<file path="src/rtl/bp_pkg.sv">
// Shared constants and types for the dynamic branch predictor.
package bp_pkg;

    // 2-bit saturating counter states
    localparam logic [1:0] SNT = 2'b00;
    localparam logic [1:0] WNT = 2'b01;
    localparam logic [1:0] WT  = 2'b10;
    localparam logic [1:0] ST  = 2'b11;

    // PC mux select encodings
    localparam logic [1:0] PCSEL_SEQ   = 2'b00;
    localparam logic [1:0] PCSEL_PRED  = 2'b01;
    localparam logic [1:0] PCSEL_RECOV = 2'b10;

    typedef enum logic {
        RUN   = 1'b0,
        FLUSH = 1'b1
    } bp_state_e;

    // Saturating step of a 2-bit counter toward the resolved direction
    function automatic logic [1:0] sat_update(input logic [1:0] ctr, input logic taken);
        logic [1:0] res;
        res = ctr;
        if (taken && ctr != ST)
            res = ctr + 2'd1;
        else if (!taken && ctr != SNT)
            res = ctr - 2'd1;
        return res;
    endfunction

endpackage

</file>
<file path="src/rtl/bp_bht.sv">
// Branch history table: 2-bit counters, one combinational read port,
// one synchronous saturating update port, synchronous active-low reset.
module bp_bht
    import bp_pkg::*;
#(
    parameter int unsigned ENTRIES  = 64,
    parameter int unsigned IDX_W    = $clog2(ENTRIES),
    parameter logic [1:0]  CTR_INIT = WNT
) (
    input  logic             clk,
    input  logic             rst,
    input  logic [IDX_W-1:0] rd_idx,
    output logic [1:0]       rd_ctr,
    input  logic             wr_en,
    input  logic [IDX_W-1:0] wr_idx,
    input  logic             wr_taken
);

    logic [1:0] ctr [ENTRIES];

    // Read returns the pre-update value; same-index writes are not bypassed
    always_comb rd_ctr = ctr[rd_idx];

    // Reset every counter, otherwise apply the resolved outcome
    always_ff @(posedge clk) begin
        if (!rst) begin
            for (int unsigned i = 0; i < ENTRIES; i++)
                ctr[i] <= CTR_INIT;
        end else if (wr_en) begin
            ctr[wr_idx] <= sat_update(ctr[wr_idx], wr_taken);
        end
    end

endmodule

</file>
<file path="src/rtl/branch_predict_ctrl.sv">
// Dynamic branch-prediction controller: predict in IF, resolve in EX,
// flush and redirect on mispredict. Optional gshare indexing via BP_GSHARE_EN.
module branch_predict_ctrl
    import bp_pkg::*;
#(
    parameter int unsigned BHT_ENTRIES = 64,
    parameter int unsigned IDX_W       = $clog2(BHT_ENTRIES),
    parameter logic [1:0]  CTR_INIT    = 2'b01
) (
    input  logic             Clk,
    input  logic             Rst,
    input  logic [31:0]      IF_PC,
    input  logic             IF_Branch,
    input  logic [31:0]      IF_BrTarget,
    input  logic             Stall,
    output logic             PredTaken,
    output logic [IDX_W-1:0] PredIdx,
    input  logic             EX_Branch,
    input  logic             EX_Taken,
    input  logic             EX_PredTaken,
    input  logic [IDX_W-1:0] EX_Idx,
    input  logic [31:0]      EX_PC,
    input  logic [31:0]      EX_Target,
    output logic [1:0]       PCSel,
    output logic [31:0]      RecoverPC,
    output logic             Flush,
    output logic [15:0]      PerfBr,
    output logic [15:0]      PerfMisp
);

    bp_state_e        state, next_state;
    logic             run, resolve, mispredict;
    logic [IDX_W-1:0] fetch_idx;
    logic [1:0]       rd_ctr;
    logic             unused_pc_bits;

    // The target itself is muxed in the datapath; only the select is produced here
    assign unused_pc_bits = ^{IF_PC[31:IDX_W+2], IF_PC[1:0], IF_BrTarget};

    assign run        = (state == RUN) && Rst;
    assign resolve    = EX_Branch && run;
    assign mispredict = resolve && (EX_Taken != EX_PredTaken);
    assign RecoverPC  = EX_Taken ? EX_Target : EX_PC + 32'd4;

`ifdef BP_GSHARE_EN
    logic [IDX_W-1:0] ghr;

    // Global history shifts in every resolved outcome
    always_ff @(posedge Clk) begin
        if (!Rst)
            ghr <= '0;
        else if (resolve)
            ghr <= {ghr[IDX_W-2:0], EX_Taken};
    end

    assign fetch_idx = IF_PC[IDX_W+1:2] ^ ghr;
`else
    assign fetch_idx = IF_PC[IDX_W+1:2];
`endif

    bp_bht #(
        .ENTRIES  (BHT_ENTRIES),
        .IDX_W    (IDX_W),
        .CTR_INIT (CTR_INIT)
    ) u_bht (
        .clk      (Clk),
        .rst      (Rst),
        .rd_idx   (fetch_idx),
        .rd_ctr   (rd_ctr),
        .wr_en    (resolve),
        .wr_idx   (EX_Idx),
        .wr_taken (EX_Taken)
    );

    // State register
    always_ff @(posedge Clk) begin
        if (!Rst)
            state <= RUN;
        else
            state <= next_state;
    end

    // Next state and PC steering; mispredict outranks stall and prediction
    always_comb begin
        next_state = state;
        PredTaken  = 1'b0;
        PredIdx    = '0;
        Flush      = 1'b0;
        PCSel      = PCSEL_SEQ;
        if (Rst)
            PredIdx = fetch_idx;
        case (state)
            RUN: begin
                if (Rst) begin
                    PredTaken = IF_Branch && rd_ctr[1] && !Stall;
                    if (mispredict) begin
                        Flush      = 1'b1;
                        PCSel      = PCSEL_RECOV;
                        next_state = FLUSH;
                    end else if (PredTaken) begin
                        PCSel = PCSEL_PRED;
                    end
                end
            end
            FLUSH: next_state = RUN;
            default: next_state = RUN;
        endcase
    end

    // Saturating performance counters
    always_ff @(posedge Clk) begin
        if (!Rst) begin
            PerfBr   <= '0;
            PerfMisp <= '0;
        end else begin
            if (resolve && PerfBr != '1)
                PerfBr <= PerfBr + 16'd1;
            if (mispredict && PerfMisp != '1)
                PerfMisp <= PerfMisp + 16'd1;
        end
    end

endmodule

</file>
<file path="config.mk">
export PLATFORM = sky130hd
export DESIGN_NAME = branch_predict_ctrl
export DESIGN_NICKNAME = d
export VERILOG_FILES = /design/src/rtl/bp_pkg.sv /design/src/rtl/bp_bht.sv /design/src/rtl/branch_predict_ctrl.sv
export SDC_FILE = /design/constraint.sdc
export NUM_CORES = 1
export LEC_CHECK = 0
export BUFFER_PORTS_ARGS = -buffer_cell sky130_fd_sc_hd__buf_4
export CAP_MARGIN = 20
export CORE_MARGIN = 1
export CORE_UTILIZATION = 58
export CTS_BUF_LIST = sky130_fd_sc_hd__clkbuf_4 sky130_fd_sc_hd__clkbuf_8
export DETAILED_ROUTE_END_ITERATION = 16
export PLACE_DENSITY = 0.83
export SYNTH_ARGS = -nofsm -noshare
export SYNTH_HDL_FRONTEND = slang
export SYNTH_HIERARCHICAL = 1
export SYNTH_SLANG_ARGS = --single-unit
</file>
<file path="constraint.sdc">
create_clock -name Clk -period 4.2 [get_ports Clk]
set_clock_uncertainty 0.2 [all_clocks]
set_input_delay 0.84 -clock Clk [delete_from_list [all_inputs] [get_ports Clk]]
set_output_delay 0.84 -clock Clk [all_outputs]
set_load 0.005 [all_outputs]
</file>
Word level (Yosys, flattened, before mapping):

Memories as Yosys holds them, arrays and structs flattened.
Cells that the tools add are included.
Widths: inputs -> output; s select.

* bits in registers: 33
* latch bits: 0
* memory bits (writable): 128
* memory bits (read-only): 0
* bits of input ports: 141
* output and inout port bits: 74
* word-level logic and storage cells: 50
* memories kept: 1

Memories
* u_bht.ctr: depth 64, bits a word 2, read ports 2, clocked after Yosys merged registers in 0, write ports 64, line bp_bht.sv:19 `logic [1:0] ctr [ENTRIES];`

* add/subtract/negate cells: 5
* multipliers: 0
* div/mod/pow operators: 0
* $lt $le $gt $ge: 0
* equality and inequality tests: 4
* shift operators: 0
* muxes and demuxes: 23
* bitwise gates (word level): 1
* reduce and logical (&&, ||, !) cells: 13

Operators with widths (number)
* $add 16x1->16 const B: 2
* $add 32x3->32 const B: 1
* $mux 32: 1
* $ne 16x16->1 const B: 2
* $mux 2: 8
* $mux 6: 2
* $mux 1: 11
* $logic_and 1x1->1: 9
* $add 2x1->2 const B: 1
* $logic_not 1->1: 2
* $ne 2x2->1 const B: 1
* $pmux 1 s2: 1
* $reduce_bool 2->1: 1
* $reduce_or 2->1: 1
* $sub 2x1->2 const B: 1
* $ne 1x1->1: 1
* $not 1->1: 1

Longest topological paths before layout:

Gate-level depths: netlist of run 1.

* depth after elaboration: 8
* gate-level depth with buffers: 18
* gate-level depth less buffers: 12

Modules after synthesis:

Netlist of run 1, hierarchy kept.

By module, submodules not included
* bp_bht: instances 1, cells an instance 700, area an instance 7985.2 µm², sequential area each 3843.7 µm²
* branch_predict_ctrl: instances 1, cells an instance 377, area an instance 2756.4 µm², sequential area each 660.6 µm²

Worst setup path after synthesis of run 1:

No wires, ideal clock.

* path type: input -> register
* from: in EX_Idx[2]
* to: mem u_bht.ctr[13][0] (data pin)
* library setup time: 288 ps
* data arrival time: 3499 ps
* data required time: 3712 ps
* setup slack: 213 ps
* cell stages on the path: 14
* path buffers: 4
* cell sequence: buf_2 -> buf_6 -> buf_2 -> mux2i_1 -> o22ai_1 -> o31ai_1 -> nand4_1 -> nor3_1 -> inv_1 -> ha_1 -> mux2_2 -> a31oi_2 -> clkbuf_1 -> o211ai_1

RTL lines
* start: declaration: line branch_predict_ctrl.sv:21 `input logic [IDX_W-1:0] EX_Idx,`
* end: declaration: line bp_bht.sv:19

Worst setup path in the final report of run 1:

* from: in IF_PC[2]
* to: out PCSel[0]

* cells in the longest elaborated chain, start to end: 7

Ends and longest elaborated chain
* start: declaration: line branch_predict_ctrl.sv:12 `input logic [31:0] IF_PC,`
* $mem_v2 64x2
* net rd_ctr[1]: line branch_predict_ctrl.sv:34 `logic [1:0] rd_ctr;`
* $logic_and 1x1->1 (2 in series): line branch_predict_ctrl.sv:95 `PredTaken = IF_Branch && rd_ctr[1] && !Stall;`
* $mux 1: line branch_predict_ctrl.sv:100 `end else if (PredTaken) begin`
* $mux 2: line branch_predict_ctrl.sv:96 `if (mispredict) begin`
* $mux 2: line branch_predict_ctrl.sv:94 `if (Rst) begin`
* $mux 2: line branch_predict_ctrl.sv:92 `case (state)`
* end: declaration: line branch_predict_ctrl.sv:24 `output logic [1:0] PCSel,`

The timed path passes the listed nets, and every way through them passes these cells.

==> flow_metrics.py, run 1 <==
metrics = {
    "power": {
        "ir_drop_mv": 0.286,
        "power_density_nw_per_um2": 306,
        "leakagePower_uw": 0.00418,
    },
    "worst_setup_path": {
        "cp_slowest_cell": "mux4_2",
        "cp_max_fo": 16,
        "max_stage_delay_ns": 0.56,
        "crit_type": "input port to primary output",
        "endpoint_kind": "primary output",
        "required_ns": 3.16,
        "arrival_ns": 3.04,
        "critical_path.cell_chain": "buf_4 > buf_12 > mux4_2 > mux4_2 > mux2_2 > nand2_1 > o21ai_0 > nand4b_1 > nor3_1 > buf_4",
        "crit_path_start_kind": "input port",
    },
    "sta": {
        "fin_ws_ns": 0.116,
        "grt_setup_unrepaired": "false",
        "slew_viol_final": 0,
        "hold_violations": 0,
        "worst_slew_pin_slew_ns": 1.03,
        "max-slew-margin-rel_pct": 31.2,
        "layout_min_cycle_time_ns": 4.08,
        "fmax_ghz": 0.245,
        "fin_crit_sh_pct": 97.2,
        "setup_violations": 0,
    },
    "drt": {
        "drtIter0Drc": 1077,
        "drc": 0,
        "vias": 9524,
        "final_antenna_net_count": 0,
        "firstDrtPassIters": 6,
        "wire_per_inst_um": 21.1,
        "avgViaCountPerCell": 6.74,
        "wirelength_um": 29800,
    },
    "clock_network": {
        "cts_made_buffers": 17,
        "cts_max_path_buffers": 2,
        "cts-root-buf": "clkbuf_8",
        "clk_latency_ns": 0.48,
        "cts_tree": "yes",
        "post-cts-setup-buffer-count": 0,
        "cts_sinks": 161,
        "cts_resized": 0,
        "htree_num_levels": 4,
        "postCtsHoldBufs": 0,
        "clk_pin_slew_worst_paths_ns": 0.09,
    },
    "global_route": {
        "grtUsageMet1_pct": 41.3,
        "grt_pass1_vias": 8874,
        "grt_pass1_wl_um": 46100,
        "antenna_found_initial": 0,
        "grt_busiest_layer": "met2",
        "grt_util_met3_pct": 7.55,
        "globalRouteMet2Util_pct": 54.6,
        "grt_usage_pct": 32.8,
        "gr-total-overflow": 0,
        "grt_max_degree": 65,
    },
    "floorplan": {
        "pin_count": 215,
        "die_h_um": 135,
        "die_w_um": 135,
        "row_count": 48,
        "core_area_um2": 17300,
        "start_util_pct": 59.3,
        "die_area_um2": 18200,
    },
    "outcome": {
        "status": "finished, final reports clean",
    },
    "synthesis": {
        "synthesis.nets": 1199,
        "syn_area_um2": 10300,
        "postSynthAreaPerCell_um2": 9.74,
        "postSynthCellCount": 1053,
        "synth_warnings": 6,
    },
    "final_layout": {
        "fill_cells": 1278,
        "finalCoreUtilization_pct": 70.6,
        "num_antenna_cells": 0,
        "drive_above_1_share_pct": 26.3,
        "area_growth_syn_to_layout_pct": 19.1,
        "design_area_um2": 12200,
        "final_nets": 1322,
    },
    "place": {
        "buffer_ports.inserted": 156,
        "hpwl_um": 20300,
        "place_ws_ns": -0.227,
        "place.gp.congestion": 0.897,
        "place_area_um2": 11800,
    },
    "min_path": {
        "min_path_type": "flip-flop to flip-flop",
    },
    "run": {
        "drv_cap": 0,
    },
}
## layout make-up
| class | count | area [um2] | share of cell area [%] |
|---|---|---|---|
| Sequential cell | 161 | 4500 | 36.9 |
| Inverter | 19 | 71.3 | 0.584 |
| Clock buffer | 17 | 234 | 1.91 |
| Timing Repair Buffer | 216 | 1820 | 14.9 |
| Clock inverter | 15 | 173 | 1.41 |
| Tap cell | 225 | 282 | 2.30 |
| Multi-Input combinational cell | 761 | 5140 | 42.0 |
## path summary, 6_finish.rpt
| path | slack, ns | to | cells past startpoint | from |
|---|---|---|---|---|
| hold reg to reg | 0.29 | PerfMisp[5]$_SDFFE_PN0P_ | 1 | PerfMisp[5]$_SDFFE_PN0P_ |
| hold / removal | 0.29 | PerfMisp[5]$_SDFFE_PN0P_ | 1 | PerfMisp[5]$_SDFFE_PN0P_ |
| setup reg to reg | 0.58 | u_bht/ctr[12][1]$_SDFFCE_PN0P_ | 12 | u_bht/ctr[24][0]$_SDFFCE_PN1P_ |
| setup / recovery | 0.12 | PCSel[0] | 10 | IF_PC[2] |
## metal layers
metal  share of wire, %  routed length [um]
met5                  0                   0
met4                3.1                 931
met3                 12                3440
met2                 49               14700
met1                 36               10800
## critical path, delay by kind of cell
| kind | cells | cell delay [ns] |
|---|---|---|
| buf+inv | 3 | 0.43 |
| compound gates | 1 | 0.13 |
| simple gates | 3 | 0.28 |
| mux | 3 | 1.35 |
## sequential cells by signal (all words and copies together), names as in the netlist
signal     count
PerfBr        16
PerfMisp      16
state          1
u_bht/ctr    128
## where the power goes
part           total (uW)  switching (uW)  internal [uW]
combinational         784             452            332
clock                1180             639            546
sequential           1770            23.0           1740
## stage by stage
stage | instances | power, uW | setup TNS (ns) | hold slack (ns)
global placement | 1381 | 2560 | -1.62 | 0.259
finish | 1414 | 3740 | 0 | 0.286
floorplan | 1053 | 2220 | 0 | 0.260
CTS | 1413 | 3730 | 0 | 0.290
global route | 1414 | 3850 | 0 | 0.313
detailed placement | 1381 | 2570 | -2.36 | 0.269
## placed cells by master (no fill, tap or decap), drive strengths merged, types with 6 or more instances in the layout
cell type  instances
a21oi             26
a31oi             16
and2              12
and3              16
and4               9
buf              216
clkbuf            17
clkinv             6
dfxtp             33
edfxtp           128
inv               24
mux2              10
mux2i             39
mux4              28
nand2             69
nand2b             9
nand3             35
nand4             21
nor2              81
nor3              19
nor4              69
o211ai            16
o21ai            144
o22ai              8
o31ai             15
o41ai              6
or3               11
or3b              10
or4               14
xnor2             14
Power figures use the tool's default switching activity.
==> run 2, diff against run 1 <==
--- a/config.mk
+++ b/config.mk
@@ -7,6 +7,7 @@
 export LEC_CHECK = 0
 export BUFFER_PORTS_ARGS = -buffer_cell sky130_fd_sc_hd__buf_4
 export CAP_MARGIN = 20
+export CORE_ASPECT_RATIO = 0.8
 export CORE_MARGIN = 1
 export CORE_UTILIZATION = 58
 export CTS_BUF_LIST = sky130_fd_sc_hd__clkbuf_4 sky130_fd_sc_hd__clkbuf_8
==> run 2 against run 1 <==
- die area about the same
- worst hold slack better by 0.0065 ns
- sequential power is essentially flat
- global-route usage is 0.15 points higher
- via count grew 0.89%
- critical endpoint unchanged
==> flow_metrics.py, run 2 (same netlist as run 1, synthesis figures left out) <==
metrics = {
    "sta": {
        "grt_setup_unrepaired": "false",
        "fin_crit_sh_pct": 95.5,
        "setup_violations": 0,
        "fin_ws_ns": 0.189,
        "max-slew-margin-rel_pct": 33.7,
        "fmax_ghz": 0.249,
        "fin_setup_tns_ns": 0,
        "slew_viol_final": 0,
        "worst_slew_pin_slew_ns": 0.992,
        "layout_min_cycle_time_ns": 4.01,
        "hold_violations": 0,
    },
    "final_layout": {
        "largestRegisters": "u_bht/ctr (128), PerfBr (16), PerfMisp (16)",
        "largest_reg_flops": 128,
        "final_nets": 1326,
        "num_antenna_cells": 0,
        "fin_cells": 1418,
        "drive_above_1_share_pct": 26.6,
        "fill_cells": 1304,
        "final_common_cell": "buf_4",
        "largest-register": "u_bht/ctr",
        "area_growth_syn_to_layout_pct": 18.6,
        "layout_common_cells": "buf_4, o21ai_0, edfxtp_1, nor2_1, nand2_1",
    },
    "clock_network": {
        "postCtsHoldBufs": 0,
        "cts_max_path_buffers": 2,
        "cts_sinks": 161,
        "clk_pin_slew_worst_paths_ns": 0.08,
        "htree_num_levels": 4,
        "cts-root-buf": "clkbuf_8",
        "clk_latency_ns": 0.47,
        "cts_made_buffers": 17,
        "cts_resized": 0,
        "cts_tree": "yes",
        "post-cts-setup-buffer-count": 0,
    },
    "floorplan": {
        "core_area_um2": 17300,
        "die_w_um": 151,
        "pin_count": 215,
        "die_h_um": 121,
        "start_util_pct": 59.2,
        "die_area_um2": 18200,
        "row_count": 43,
    },
    "drt": {
        "avgViaCountPerCell": 6.78,
        "wire_per_inst_um": 21.1,
        "wirelength_um": 29900,
        "firstDrtPassIters": 7,
        "drc": 0,
        "final_antenna_net_count": 0,
        "drtIter0Drc": 1487,
        "vias": 9609,
    },
    "place": {
        "hpwl_um": 20800,
        "dp_cells": 1384,
        "place.gp.congestion": 0.945,
        "place_ws_ns": -0.106,
        "buffer_ports.inserted": 156,
    },
    "power": {
        "clockPowerShare_pct": 32.1,
        "power_density_nw_per_um2": 306,
        "seqPwrFrac_pct": 47.4,
        "p_comb_share_pct": 20.5,
        "leakagePower_uw": 0.00419,
        "ir_drop_mv": 0.250,
        "switchingPower_uw": 1070,
        "power.internal_uw": 2660,
        "p_sw_share_pct": 28.6,
    },
    "global_route": {
        "grt_pass1_wl_um": 46000,
        "antenna_found_initial": 0,
        "grt_max_degree": 64,
        "grt_pass1_vias": 8602,
        "globalRouteMet2Util_pct": 51.6,
        "grt_busiest_layer": "met2",
        "gr-total-overflow": 0,
        "grtUsageMet1_pct": 45.2,
        "grt_usage_pct": 32.9,
        "grt_util_met3_pct": 7.52,
    },
    "worst_setup_path": {
        "crit_path_start_kind": "input port",
        "crit_type": "input port to primary output",
        "cp_max_fo": 13,
        "required_ns": 3.16,
        "endpoint_kind": "primary output",
        "arrival_ns": 2.97,
    },
    "outcome": {
        "status": "finished, final reports clean",
    },
    "run": {
        "drv_cap": 0,
    },
    "min_path": {
        "min_path_type": "flip-flop to flip-flop",
    },
}
[run 2: cell count changes in the layout (fill, tap and decap cells not counted), moves of 2 or more]
cell,delta
buf_4,+10
buf_12,-7
clkbuf_8,+4
inv_4,+3
clkinv_4,-2
clkinvlp_4,-2
inv_6,-2
inv_8,-2
[run 2: area by class of cell]
cell class / count / area, um2 / area share (%)
clock buffers: 22 / 297 / 2.44
clock inverters: 10 / 119 / 0.977
inverters: 19 / 71.3 / 0.586
multi-input cells: 761 / 5140 / 42.2
flip-flops and latches: 161 / 4500 / 37.0
well taps: 225 / 282 / 2.31
repair buffers: 220 / 1760 / 14.5
[run 2: path summary, 6_finish.rpt]
kind,startpoint,end,slack [ns],cells after the start
min reg2reg,PerfMisp[5]$_SDFFE_PN0P_,PerfMisp[5]$_SDFFE_PN0P_,0.29,1
max,IF_PC[2],PCSel[0],0.19,10
min,PerfMisp[5]$_SDFFE_PN0P_,PerfMisp[5]$_SDFFE_PN0P_,0.29,1
max reg2reg,u_bht/ctr[53][0]$_SDFFCE_PN1P_,u_bht/ctr[18][1]$_SDFFCE_PN0P_,0.53,14
[run 2: layer usage]
metal | share of wire (%) | vias to the layer above
met5 | 0 | -
met4 | 2.0 | 0
met3 | 12 | 63
met2 | 47 | 681
met1 | 39 | 4534
li1 | - | 4331
[run 2: critical path, cell delays in order]
cell      delay, ns
buf_4          0.10
buf_12         0.16
mux4_2         0.54
mux4_2         0.49
mux2_2         0.27
nand2_1        0.06
o21ai_1        0.12
nand4b_1       0.16
nor3_1         0.06
buf_4          0.14
[run 2: power groups by stage]
stage | sequential (uW) | clock [uW] | combinational, uW
4_1_cts | 1770 | 1210 | 743
6_report | 1770 | 1200 | 762
2_1_floorplan | 1790 | 0 | 424
3_3_place_gp | 1800 | 0 | 725
5_1_grt | 1770 | 1250 | 805
3_5_place_dp | 1800 | 0 | 738
[run 2: stage by stage]
step           hold slack [ns]  total power (uW)  utilization [%]  instance area [um2]
2_1_floorplan            0.260              2220                -                10300
3_3_place_gp             0.269              2520             67.8                11700
3_5_place_dp             0.272              2540             67.8                11700
4_1_cts                  0.290              3710             70.2                12200
5_1_grt                  0.305              3830             70.2                12200
6_report                 0.293              3720             70.2                12200
==> run 3, diff against run 2 <==
--- a/config.mk
+++ b/config.mk
@@ -13,6 +13,7 @@
 export CTS_BUF_LIST = sky130_fd_sc_hd__clkbuf_4 sky130_fd_sc_hd__clkbuf_8
 export DETAILED_ROUTE_END_ITERATION = 16
 export PLACE_DENSITY = 0.83
+export REMOVE_ABC_BUFFERS = 1
 export SYNTH_ARGS = -nofsm -noshare
 export SYNTH_HDL_FRONTEND = slang
 export SYNTH_HIERARCHICAL = 1
==> run 3 against run 2 <==
- non-clock buffer count increased by 4
- maximum frequency decreased by 3.3%
- via count increased by 0.89%
- wire length increased by 1.2%
- sequential power about the same
- power decreased by 3.5%
- largest cell class unchanged
==> flow_metrics.py, run 3 (same netlist as run 1, synthesis figures left out) <==
metrics = {
    "clock_network": {
        "clk_latency_ns": 0.47,
        "cts_made_buffers": 17,
        "cts_sinks": 161,
        "clk_pin_slew_worst_paths_ns": 0.09,
        "cts-root-buf": "clkbuf_8",
        "cts_tree": "yes",
        "htree_num_levels": 4,
        "cts_resized": 0,
        "cts_max_path_buffers": 2,
        "post-cts-setup-buffer-count": 0,
        "postCtsHoldBufs": 0,
    },
    "sta": {
        "max-slew-margin-rel_pct": 30.9,
        "fin_setup_tns_ns": 0,
        "worst_slew_pin_slew_ns": 1.03,
        "fmax_ghz": 0.241,
        "grt_setup_unrepaired": "false",
        "setup_violations": 0,
        "whs_ns": 0.293,
        "fin_crit_sh_pct": 98.7,
        "fin_ws_ns": 0.0539,
        "hold_violations": 0,
        "slew_viol_final": 0,
        "layout_min_cycle_time_ns": 4.15,
    },
    "min_path": {
        "hold_end": "PerfMisp[5]$_SDFFE_PN0P_",
        "hold_start": "PerfMisp[5]$_SDFFE_PN0P_",
        "min_path_type": "flip-flop to flip-flop",
        "min_path_cells": 1,
    },
    "power": {
        "switchingPower_uw": 1110,
        "power.internal_uw": 2490,
        "power_density_nw_per_um2": 296,
        "leakagePower_uw": 0.00417,
        "seqPwrFrac_pct": 49.1,
        "p_comb_share_pct": 21.6,
        "clockPowerShare_pct": 29.2,
        "ir_drop_mv": 0.253,
        "p_sw_share_pct": 30.8,
    },
    "worst_setup_path": {
        "cp_max_fo": 11,
        "critical_path.cell_chain": "buf_4 > mux4_2 > mux4_2 > mux2_2 > nand2_1 > o21ai_0 > nand4b_1 > nor3_1 > buf_4",
        "cp_slowest_cell": "mux4_2",
        "arrival_ns": 3.11,
        "r2r-start": "u_bht/ctr[53][0]$_SDFFCE_PN1P_",
        "crit_path_start_kind": "input port",
        "cp_top_family": "multiplexers",
        "required_ns": 3.16,
        "endpoint_kind": "primary output",
        "reg2reg_to": "u_bht/ctr[39][1]$_SDFFCE_PN0P_",
        "crit_type": "input port to primary output",
        "path_buf_inv": 2,
        "r2r_slack_ns": 0.60,
        "path_depth": 9,
        "reg2reg_depth": 15,
        "max_stage_delay_ns": 0.55,
    },
    "final_layout": {
        "final_common_cell": "buf_4",
        "drive_above_1_share_pct": 26.8,
        "layout_common_cells": "buf_4, o21ai_0, edfxtp_1, nor2_1, nand2_1",
        "area_growth_syn_to_layout_pct": 18.4,
        "fin_cells": 1424,
        "largest_reg_flops": 128,
        "final_nets": 1330,
        "largest-register": "u_bht/ctr",
        "design_area_um2": 12100,
        "largestRegisters": "u_bht/ctr (128), PerfBr (16), PerfMisp (16)",
    },
    "global_route": {
        "antenna_found_initial": 2,
        "gr-total-overflow": 0,
        "grt_max_degree": 57,
        "grt_pass1_vias": 8860,
        "grt_pass1_wl_um": 46700,
        "grt_usage_pct": 33.9,
    },
    "drt": {
        "firstDrtPassIters": 6,
        "final_antenna_net_count": 0,
        "wirelength_um": 30300,
        "drc": 0,
        "vias": 9695,
        "wire_per_inst_um": 21.3,
        "drtIter0Drc": 1083,
        "avgViaCountPerCell": 6.81,
    },
    "floorplan": {
        "pin_count": 215,
        "core_area_um2": 17300,
        "die_h_um": 121,
        "start_util_pct": 59.2,
        "die_area_um2": 18200,
        "die_w_um": 151,
        "row_count": 43,
    },
    "place": {
        "dp_cells": 1390,
        "place.gp.congestion": 0.925,
        "hpwl_um": 21300,
        "place_area_um2": 11800,
        "buffer_ports.inserted": 156,
        "place_ws_ns": -0.0781,
    },
    "run": {
        "drv_cap": 0,
    },
    "outcome": {
        "status": "finished, final reports clean",
    },
}
## run 3: power by group through the flow
| stage | combinational (uW) | sequential (uW) | clock, uW |
|---|---|---|---|
| after floorplan | 318 | 1790 | 0 |
| after global placement | 741 | 1800 | 0 |
| after detailed placement | 757 | 1800 | 0 |
| after CTS | 759 | 1770 | 1060 |
| after global routing | 825 | 1770 | 1130 |
| final | 778 | 1770 | 1050 |
## run 3: stage by stage
step	utilization (%)	total power, uW
after floorplan	-	2110
after global placement	68.0	2540
after detailed placement	68.0	2560
after CTS	70.1	3590
after global routing	70.1	3720
final	70.1	3590
## run 3: layout make-up
class	instances	area, um2
Fill cell	1292	5170
Tap cell	225	282
Inverter	19	71.3
Sequential cell	161	4500
Multi-Input combinational cell	761	5140
Clock buffer	17	234
Timing Repair Buffer	224	1790
Antenna cell	2	5.00
Clock inverter	15	123
## run 3: worst max path at each step
stage | to | startpoint | slack [ns]
3_3_place_gp | u_bht/ctr[23][0]$_SDFFCE_PN1P_ | EX_Idx[1] | 0.007
2_1_floorplan | u_bht/ctr[20][1]$_SDFFCE_PN0P_ | EX_Idx[1] | -0.36
6_report | PCSel[0] | IF_PC[2] | 0.05
5_1_grt | PCSel[0] | IF_PC[2] | 0.02
3_5_place_dp | u_bht/ctr[39][1]$_SDFFCE_PN0P_ | EX_Idx[1] | -0.08
4_1_cts | PCSel[0] | IF_PC[2] | 0.10
## run 3: routing by layer
layer	GRT usage, %	up-vias	routed length, um	part of all wire [%]
li1	-	4328	-	-
met1	43.7	4564	11000	36
met2	54.4	696	14100	47
met3	8.01	107	3970	13
met4	15.6	0	1270	4.2
met5	0	-	0	0
